--- src/rtl/bsg_mul_sched_pkg.sv ---
// Shared types and width helpers for the round-robin multiplier scheduler.
package bsg_mul_sched_pkg;

    typedef enum logic [1:0] {
        eIDLE  = 2'd0,
        eISSUE = 2'd1,
        eWAIT  = 2'd2,
        eRESP  = 2'd3
    } state_e;

    localparam int unsigned StateWidth = 2;

    // Matches BSG_SAFE_CLOG2: a single requester still needs a 1-bit tag.
    function automatic int unsigned safe_clog2(input int unsigned n);
        return (n <= 1) ? 1 : $clog2(n);
    endfunction

    function automatic int unsigned output_size(input int unsigned width,
                                                input int unsigned full_sized);
        return (full_sized != 0) ? 2 * width : width;
    endfunction

endpackage

--- src/rtl/bsg_mul_sched_rr_arb.sv ---
// Combinational round-robin arbiter: search starts one past the last grant and wraps.
module bsg_mul_sched_rr_arb
    import bsg_mul_sched_pkg::*;
#(
    parameter  int unsigned num_req_p    = 4,
    localparam int unsigned tag_width_lp = safe_clog2(num_req_p)
) (
    input  logic [num_req_p-1:0]    v_i,
    input  logic [tag_width_lp-1:0] last_grant_i,
    input  logic                    en_i,
    output logic [num_req_p-1:0]    grant_o,
    output logic [tag_width_lp-1:0] grant_idx_o,
    output logic                    grant_v_o
);

    logic [tag_width_lp-1:0] idx;

    always_comb begin
        grant_o     = '0;
        grant_idx_o = '0;
        grant_v_o   = 1'b0;
        idx         = '0;
        for (int unsigned off = 1; off <= num_req_p; off++) begin
            idx = tag_width_lp'((32'(last_grant_i) + off) % num_req_p);
            if (en_i && !grant_v_o && v_i[idx]) begin
                grant_v_o    = 1'b1;
                grant_o[idx] = 1'b1;
                grant_idx_o  = idx;
            end
        end
    end

endmodule

--- src/rtl/bsg_mul_iterative_rr_sched.sv ---
// Shares one iterative multiplier among num_req_p requesters, one multiply in flight at a time.
// Optional BSG_MUL_SCHED_ZERO_BYPASS_EN answers zero-operand requests without the multiplier.
module bsg_mul_iterative_rr_sched
    import bsg_mul_sched_pkg::*;
#(
    parameter  int unsigned width_p        = 32,
    parameter  int unsigned num_req_p      = 4,
    parameter  int unsigned full_sized_p   = 1,
    localparam int unsigned output_size_lp = output_size(width_p, full_sized_p),
    localparam int unsigned tag_width_lp   = safe_clog2(num_req_p)
) (
    input  logic                                clk_i,
    input  logic                                reset_n_i,
    input  logic [num_req_p-1:0]                v_i,
    output logic [num_req_p-1:0]                ready_o,
    input  logic [num_req_p-1:0][width_p-1:0]   opA_i,
    input  logic [num_req_p-1:0]                opA_is_signed_i,
    input  logic [num_req_p-1:0][width_p-1:0]   opB_i,
    input  logic [num_req_p-1:0]                opB_is_signed_i,
    output logic [num_req_p-1:0]                v_o,
    output logic [output_size_lp-1:0]           result_o,
    input  logic [num_req_p-1:0]                yumi_i,
    output logic                                mul_v_o,
    input  logic                                mul_ready_i,
    output logic [width_p-1:0]                  mul_opA_o,
    output logic [width_p-1:0]                  mul_opB_o,
    output logic                                mul_opA_is_signed_o,
    output logic                                mul_opB_is_signed_o,
    input  logic [output_size_lp-1:0]           mul_result_i,
    input  logic                                mul_v_i,
    output logic                                mul_yumi_o
);

    localparam logic [tag_width_lp-1:0] LastGrantInit = tag_width_lp'(num_req_p - 1);

    state_e                    state_q, state_d;
    logic [tag_width_lp-1:0]   last_grant_q, last_grant_d;
    logic [tag_width_lp-1:0]   tag_q, tag_d;
    logic [width_p-1:0]        opA_q, opA_d;
    logic [width_p-1:0]        opB_q, opB_d;
    logic                      opA_signed_q, opA_signed_d;
    logic                      opB_signed_q, opB_signed_d;
    logic [output_size_lp-1:0] result_q, result_d;

    logic [num_req_p-1:0]      arb_grant;
    logic [tag_width_lp-1:0]   arb_idx;
    logic                      arb_v;
    logic [width_p-1:0]        sel_opA;
    logic [width_p-1:0]        sel_opB;

    // Gating with reset keeps ready_o low while reset is held, even with v_i asserted.
    bsg_mul_sched_rr_arb #(
        .num_req_p (num_req_p)
    ) u_arb (
        .v_i          (v_i),
        .last_grant_i (last_grant_q),
        .en_i         ((state_q == eIDLE) && reset_n_i),
        .grant_o      (arb_grant),
        .grant_idx_o  (arb_idx),
        .grant_v_o    (arb_v)
    );

    assign sel_opA = opA_i[arb_idx];
    assign sel_opB = opB_i[arb_idx];

    always_comb begin
        state_d      = state_q;
        last_grant_d = last_grant_q;
        tag_d        = tag_q;
        opA_d        = opA_q;
        opB_d        = opB_q;
        opA_signed_d = opA_signed_q;
        opB_signed_d = opB_signed_q;
        result_d     = result_q;
        unique case (state_q)
            eIDLE: begin
                if (arb_v) begin
                    opA_d        = sel_opA;
                    opB_d        = sel_opB;
                    opA_signed_d = opA_is_signed_i[arb_idx];
                    opB_signed_d = opB_is_signed_i[arb_idx];
                    tag_d        = arb_idx;
                    last_grant_d = arb_idx;
                    state_d      = eISSUE;
`ifdef BSG_MUL_SCHED_ZERO_BYPASS_EN
                    if ((sel_opA == '0) || (sel_opB == '0)) begin
                        result_d = '0;
                        state_d  = eRESP;
                    end
`endif
                end
            end
            eISSUE: begin
                if (mul_ready_i) begin
                    state_d = eWAIT;
                end
            end
            eWAIT: begin
                if (mul_v_i) begin
                    result_d = mul_result_i;
                    state_d  = eRESP;
                end
            end
            eRESP: begin
                if (yumi_i[tag_q]) begin
                    state_d = eIDLE;
                end
            end
            default: state_d = eIDLE;
        endcase
    end

    always_ff @(posedge clk_i or negedge reset_n_i) begin
        if (!reset_n_i) begin
            state_q      <= eIDLE;
            last_grant_q <= LastGrantInit;
            tag_q        <= '0;
            opA_q        <= '0;
            opB_q        <= '0;
            opA_signed_q <= 1'b0;
            opB_signed_q <= 1'b0;
            result_q     <= '0;
        end else begin
            state_q      <= state_d;
            last_grant_q <= last_grant_d;
            tag_q        <= tag_d;
            opA_q        <= opA_d;
            opB_q        <= opB_d;
            opA_signed_q <= opA_signed_d;
            opB_signed_q <= opB_signed_d;
            result_q     <= result_d;
        end
    end

    always_comb begin
        v_o = '0;
        if (state_q == eRESP) begin
            v_o[tag_q] = 1'b1;
        end
    end

    assign ready_o             = arb_grant;
    assign result_o            = result_q;
    assign mul_v_o             = (state_q == eISSUE);
    assign mul_yumi_o          = (state_q == eWAIT) && mul_v_i;
    assign mul_opA_o           = opA_q;
    assign mul_opB_o           = opB_q;
    assign mul_opA_is_signed_o = opA_signed_q;
    assign mul_opB_is_signed_o = opB_signed_q;

endmodule

--- config.mk ---
export PLATFORM = sky130hd
export DESIGN_NAME = bsg_mul_iterative_rr_sched
export DESIGN_NICKNAME = d
export VERILOG_FILES = /design/src/rtl/bsg_mul_sched_pkg.sv /design/src/rtl/bsg_mul_sched_rr_arb.sv /design/src/rtl/bsg_mul_iterative_rr_sched.sv
export SDC_FILE = /design/constraint.sdc
export NUM_CORES = 1
export LEC_CHECK = 0
export CAP_MARGIN = 30
export CORE_AREA = 2 2 187 189
export DETAILED_ROUTE_END_ITERATION = 7
export DIE_AREA = 0 0 189 191
export GPL_TIMING_DRIVEN = 0
export MAX_ROUTING_LAYER = met4
export PLACE_DENSITY_LB_ADDON = 0.08
export SLEW_MARGIN = 30
export SYNTH_ARGS = -nofsm -noshare
export SYNTH_HDL_FRONTEND = slang
export SYNTH_HIERARCHICAL = 1
export SYNTH_SLANG_ARGS = --single-unit
--- constraint.sdc ---
create_clock -name clk_i -period 4 [get_ports clk_i]
set_input_delay 0.4 -clock clk_i [delete_from_list [all_inputs] [get_ports clk_i]]
set_output_delay 0.4 -clock clk_i [all_outputs]
set_load 0.01 [all_outputs]
==> Word-level counts from Yosys, hierarchy flattened <==
Index checks and enable logic that the tools add are counted.
{ "word_totals": {"reg_bits": 136, "elab_cells": 100} }
{ "classes": {"addsub": 4, "order_cmp": 11, "n_eq_ne": 7, "n_mux": 46, "bitwise": 3, "n_reduce_logical": 21} }
{ "ops": {"columns": ["operator", "count"], "rows": [
  ["32-bit binary-select mux with 2-bit select", 2],
  ["32-bit two-way mux", 2],
  ["4-bit two-way mux", 5],
  ["2-bit by 3-bit < comparator with 1-bit output, second input constant", 6],
  ["1-bit two-way mux", 16],
  ["2-bit two-way mux", 8],
  ["1-bit binary-select mux with 2-bit select", 7],
  ["1-bit logical AND", 14],
  ["4-bit OR", 3],
  ["1-bit demux with 2-bit select", 5],
  ["2-bit by 1-bit greater-or-equal comparator with 1-bit output, second input constant", 5],
  ["2-bit one-hot mux with 4 select lines", 1],
  ["2-bit inequality test, second input constant", 3],
  ["2-bit by 1-bit adder with 2-bit output, second input constant", 2],
  ["2-bit adder, second input constant", 2],
  ["2-bit == test, second input constant", 2],
  ["2-bit AND reduction", 2],
  ["4-bit AND reduction", 1],
  ["1-bit logical NOT", 3],
  ["2-bit by 1-bit == test with 1-bit output, second input constant", 1],
  ["2-bit logical NOT", 1],
  ["2-bit by 1-bit inequality test with 1-bit output, second input constant", 1]
]} }

==> Logic depth before layout (Yosys ltp) <==
Gate-level depths: netlist (run 1).
{ "logic_depth": {"word_depth": 19, "ltp_mapped": 12, "depth_no_buf": 11} }

==> Hierarchy <==
Netlist (run 1), hierarchy kept.
{ "modules_own_cells": {"columns": ["module", "n_inst", "cells_each", "area_per_inst_um2"], "rows": [
  ["bsg_mul_iterative_rr_sched", 1, 398, 6784.0],
  ["bsg_mul_sched_rr_arb", 1, 65, 521.8]
]} }

==> Worst setup path after synthesis (run 1) <==
Ideal clock, no wire load.
{ "synth_path": {"kind": "reg2reg", "from": "register last_grant_q[0]", "to": "register opB_q[10] (netlist: mul_opB_o[10])", "setup_ns": 0.125, "arrival_ns": 3.057, "required_time_ns": 3.875, "path_slack_ns": 0.818, "path_stages_with_launch": 13, "path_buffers": 4, "period_less_slack_ns": 3.182, "cell_sequence": "dfstp_2 -> buf_6 -> inv_1 -> ha_1 -> mux4_2 -> inv_1 -> nand2_1 -> a22o_1 -> buf_6 -> buf_12 -> buf_12 -> mux4_2 -> mux2_2"} }
{ "synth_between": {"elab_chain_len": 19, "word_cells_on_any_way": 33, "cone_classes": "add/sub (4); mux (18); reduce/logical (11)"} }
{ "synth_lines": {"columns": ["element", "line_no", "rtl"], "rows": [
  ["from (decl)", "bsg_mul_iterative_rr_sched.sv:37", "logic [tag_width_lp-1:0] last_grant_q, last_grant_d;"],
  ["from (signal assigned)", "bsg_mul_iterative_rr_sched.sv:116", "last_grant_q <= LastGrantInit;"],
  ["from (signal assigned)", "bsg_mul_iterative_rr_sched.sv:125", "last_grant_q <= last_grant_d;"],
  ["2-bit by 1-bit adder with 2-bit output", "bsg_mul_sched_rr_arb.sv:24", "idx = tag_width_lp'((32'(last_grant_i) + off) % num_req_p);"],
  ["1-bit binary-select mux with 2-bit select", "bsg_mul_sched_rr_arb.sv:25", "if (en_i && !grant_v_o && v_i[idx]) begin"],
  ["1-bit two-way mux (implied by the code)", "bsg_mul_sched_rr_arb.sv:25", null],
  ["1-bit logical AND", "bsg_mul_sched_rr_arb.sv:25", null],
  ["1-bit two-way mux", "bsg_mul_sched_rr_arb.sv:25", null],
  ["1-bit logical NOT", "bsg_mul_sched_rr_arb.sv:25", null],
  ["1-bit logical AND (2 in a row)", "bsg_mul_sched_rr_arb.sv:25", null],
  ["1-bit two-way mux", "bsg_mul_sched_rr_arb.sv:25", null],
  ["1-bit logical NOT", "bsg_mul_sched_rr_arb.sv:25", null],
  ["1-bit logical AND (2 in a row)", "bsg_mul_sched_rr_arb.sv:25", null],
  ["1-bit two-way mux", "bsg_mul_sched_rr_arb.sv:25", null],
  ["1-bit logical NOT", "bsg_mul_sched_rr_arb.sv:25", null],
  ["1-bit logical AND (2 in a row)", "bsg_mul_sched_rr_arb.sv:25", null],
  ["2-bit two-way mux (*)", "bsg_mul_sched_rr_arb.sv:25", null],
  ["net arb_idx[0]", "bsg_mul_iterative_rr_sched.sv:46", "logic [tag_width_lp-1:0] arb_idx;"],
  ["32-bit binary-select mux with 2-bit select (*)", "bsg_mul_iterative_rr_sched.sv:64", "assign sel_opB = opB_i[arb_idx];"],
  ["32-bit two-way mux (implied by the code) (*)", "bsg_mul_iterative_rr_sched.sv:64", null],
  ["to (signal assigned)", "bsg_mul_iterative_rr_sched.sv:128", "opB_q <= opB_d;"],
  ["to (decl)", "bsg_mul_iterative_rr_sched.sv:40", "logic [width_p-1:0] opB_q, opB_d;"]
]} }
The timed path passes the listed nets; every way through them passes the cells marked *. The select of a mux whose other input is x is not followed.
A chain may end at the register's enable or synchronous reset.

==> Worst setup path after layout (run 1) <==
{ "layout_path": {"from": "register last_grant_q[0]", "to": "output port ready_o[3]"} }
{ "layout_between": {"elab_chain_len": 17, "word_cells_on_any_way": 52, "cone_classes": "add/sub (4); order compare (8); mux (23); bitwise (3); reduce/logical (14)"} }
{ "layout_lines": {"columns": ["element", "line_no", "rtl"], "rows": [
  ["branches (longest 16 deep; another with 2-bit by 3-bit < comparator with 1-bit output)", null, null],
  ["4-bit two-way mux (*)", "bsg_mul_sched_rr_arb.sv:25", null],
  ["to (decl)", "bsg_mul_iterative_rr_sched.sv:15", "output logic [num_req_p-1:0] ready_o,"]
]} }
Mark *: on every way between the ends. The select of a mux whose other input is x is not followed.

==> flow_summary.toml, run 1 <==
[finish]
drive_above_1_share_pct = 26.7
stdcell_count = 1433
area_growth_pct = 82.2
final_net_count = 1315

[die]
fp.dieH_um = 191
dieArea_um2 = 36100
io_pins = 480
start_util_pct = 21.4
die_w_um = 189
placementRows = 68
core_um2 = 34100

[yosys]
netlist.top_cell.by_area = "dfrtp_1"
yosys.area.top_type_share_pct = 45.9
yosys-top-cells-area = "dfrtp_1 46%, mux4_2 21%, mux2_2 21%"
ys_seq_elements = 136
yosysUniqueCellTypes = 41
synth-async-reset-ratio_pct = 100
synth_warnings = 6
synth-edff-count = 0
synthTopCellsByCount = "134 x dfrtp_1, 133 x mux2_2, 67 x mux4_2"
synth-seq-area-share_pct = 46.6
syn_nets = 814
avgSynthCellArea_um2 = 15.8
syn-instance-count = 463
synth_most_common_cell = "dfrtp_1"
ys.flop_type = "dfrtp_1"
netlist_area_um2 = 7310

[placement]
placed_cells = 1398
io_buffers = 479
gp_congestion = 0.760
dp_hpwl_um = 23300

[worst_setup_path]
critical_path_class = "flop to primary output"
worstPathRequired_ns = 3.60
cp_data_arrival_time_ns = 3.35
worstPathMaxFanout = 10
critPathLaunchType = "flop"
crit_path_end_kind = "primary output"

[clocking]
cts_made_buffers = 17
cts_sinks = 136
cts-root-buf = "clkbuf_16"
clk_path_buf_depth = 2
htreeDepth = 4
clk_latency_ns = 0.43
cts_tree = "built"
path_clk_slew_ns = 0.06

[grt]
grt_overflow_total = 0
grt_antenna_before_repair = 1
grt_use_total_pct = 16.4
grt_pass1_vias = 6728
grt_pass1_wl_um = 42400
grt_max_degree = 76

[power]
p_sw_mw = 2.69
internal_power_mw = 5.57
sw_frac_of_total_pct = 32.5
total_power_mw = 8.26
ir_worst_vdd_uv = 302
combPwrFrac_pct = 52.0
cellPowerDensity_nw_per_um2 = 621
clkPwrFrac_pct = 18.6
power_leakage_nw = 5.15
p_seq_share_pct = 29.4

[timing]
fin_tns_setup_ns = 0
finalClockSkew_ns = 0.0126
relSlewSlack_pct = 41.0
fin_crit_sh_pct = 93.6
fin_crit_ns = 3.75
setup-violations-final = 0
slew_violations = 0
max_freq_ghz = 0.267
worst_pin_slew_ns = 0.885
rsz0062_at_grt = "no"
hold_viol_final = 0

[run_status]
outcome = "finished, final reports clean"

[route]
drt-total-wl_um = 28900
drt-initial-drc-count = 165
avgRoutedWirePerCell_um = 20.2
antenna_left = 0
route.detailed.drc = 0
drtPass1Iterations = 4
post_drt_via_cell_ratio = 4.32
route.vias.total = 6195

[hold_path]
worst_hold_path_type = "flop to flop"

[flow_run]
cap_violations = 0
[logic make-up after synthesis]
logic type / Yosys count / synth area share (%)
adders and majority gates: 11 / 1.88
and+or+nand+nor: 39 / 2.72
AOI/OAI and AO/OA: 28 / 3.17
muxes: 207 / 42.1
DFF: 136 / 46.6
buffers and inverters: 42 / 3.48
[final cells by class]
| cell class | instances | area, um^2 |
|---|---|---|
| Tap cell | 455 | 569 |
| Clock buffer | 19 | 443 |
| Timing Repair Buffer | 482 | 4860 |
| Buffer | 32 | 221 |
| Inverter | 10 | 37.5 |
| Fill cell | 3256 | 20800 |
| Sequential cell | 136 | 3410 |
| Multi-Input combinational cell | 285 | 3650 |
| Clock inverter | 13 | 121 |
| Antenna cell | 1 | 2.50 |
[power by group through the flow]
stage          Combinational, mW  Sequential [mW]  Clock (mW)
2_1_floorplan               1.71             2.75           0
3_3_place_gp                4.39             2.44           0
3_5_place_dp                4.37             2.45           0
4_1_cts                     4.39             2.43        1.60
5_1_grt                     4.61             2.53        1.66
6_report                    4.30             2.43        1.54
[cell usage in the layout, fill, tap and decap left out, drive strengths merged, types with 2 or more instances in the layout]
master | synthesis | layout
inv | 10 | 13
a221o | 4 | 4
mux4 | 67 | 67
clkinvlp | 0 | 5
clkbuf | 7 | 26
a21oi | 3 | 3
dfrtp | 134 | 134
buf | 25 | 28
a211oi | 2 | 2
or3 | 2 | 2
dfstp | 2 | 2
o21ai | 4 | 4
ha | 11 | 11
o22ai | 2 | 2
clkinv | 0 | 4
mux2 | 134 | 134
mux2i | 6 | 6
nor2 | 4 | 4
and2 | 2 | 2
and3 | 5 | 5
a31o | 4 | 4
clkdlybuf4s50 | 0 | 478
nand2 | 16 | 16
nand3 | 3 | 3
nor3b | 2 | 2
[critical path: stages, from the launching register on]
cell	delay [ns]
dfstp_2	0.66
buf_6	0.18
inv_1	0.11
ha_1	0.39
mux4_2	0.40
inv_1	0.23
a211oi_2	0.14
a221o_1	0.33
clkdlybuf4s50_1	0.49
[final timing paths]
kind	start	end	slack, ns	depth (start not counted)
min	mul_opA_o[4]$_DFFE_PN0P_	mul_opA_o[4]$_DFFE_PN0P_	0.50	1
max reg2reg	last_grant_q[0]$_DFFE_PN1P_	mul_opB_o[11]$_DFFE_PN0P_	0.30	11
min in group asynchronous	reset_n_i	last_grant_q[1]$_DFFE_PN1P_	0.57	2
max in group asynchronous	reset_n_i	mul_opB_o[4]$_DFFE_PN0P_	3.01	3
max	last_grant_q[0]$_DFFE_PN1P_	ready_o[3]	0.25	8
min reg2reg	mul_opA_o[4]$_DFFE_PN0P_	mul_opA_o[4]$_DFFE_PN0P_	0.50	1
[routing by layer]
layer | GRT usage, % | vias up | wire [um]
li1 | - | 2806 | -
met1 | 18.0 | 3054 | 10900
met2 | 28.6 | 317 | 15000
met3 | 5.32 | 18 | 2590
met4 | 4.18 | 0 | 391
met5 | - | - | 0
[metrics by stage]
step	hold slack [ns]	instance area (um^2)	util (%)	setup WS, ns
floorplan	0.104	7310	-	0.818
global placement	0.486	12700	37.1	-5.58
detailed placement	0.405	12700	37.2	-0.139
CTS	0.505	13300	39.0	0.121
global route	0.518	13300	39.0	0.0422
finish	0.500	13300	39.0	0.255
[registers in the layout (all words and copies together) (netlist names)]
| signal | count |
|---|---|
| result_o | 64 |
| mul_opA_o | 32 |
| mul_opB_o | 32 |
| last_grant_q | 2 |
| state_q | 2 |
| tag_q | 2 |
| mul_opA_is_signed_o | 1 |
| mul_opB_is_signed_o | 1 |
[timing repair]
item                       4_1_cts  5_1_grt
cloned                           0        0
setup endpoints to repair       15       48
setup buffers                    0        0
resized for setup                2        1
hold endpoints to repair        59        0
hold buffers                     2        0
Power figures use the tool's default switching activity.
==> run 2, diff against run 1 <==
Settings changed: CTS_CLUSTER_DIAMETER from default to 30, SKIP_LAST_GASP from default to 1.
==> results of run 2 <==
Final layout, timing and power as in run 1 (identical DEF).
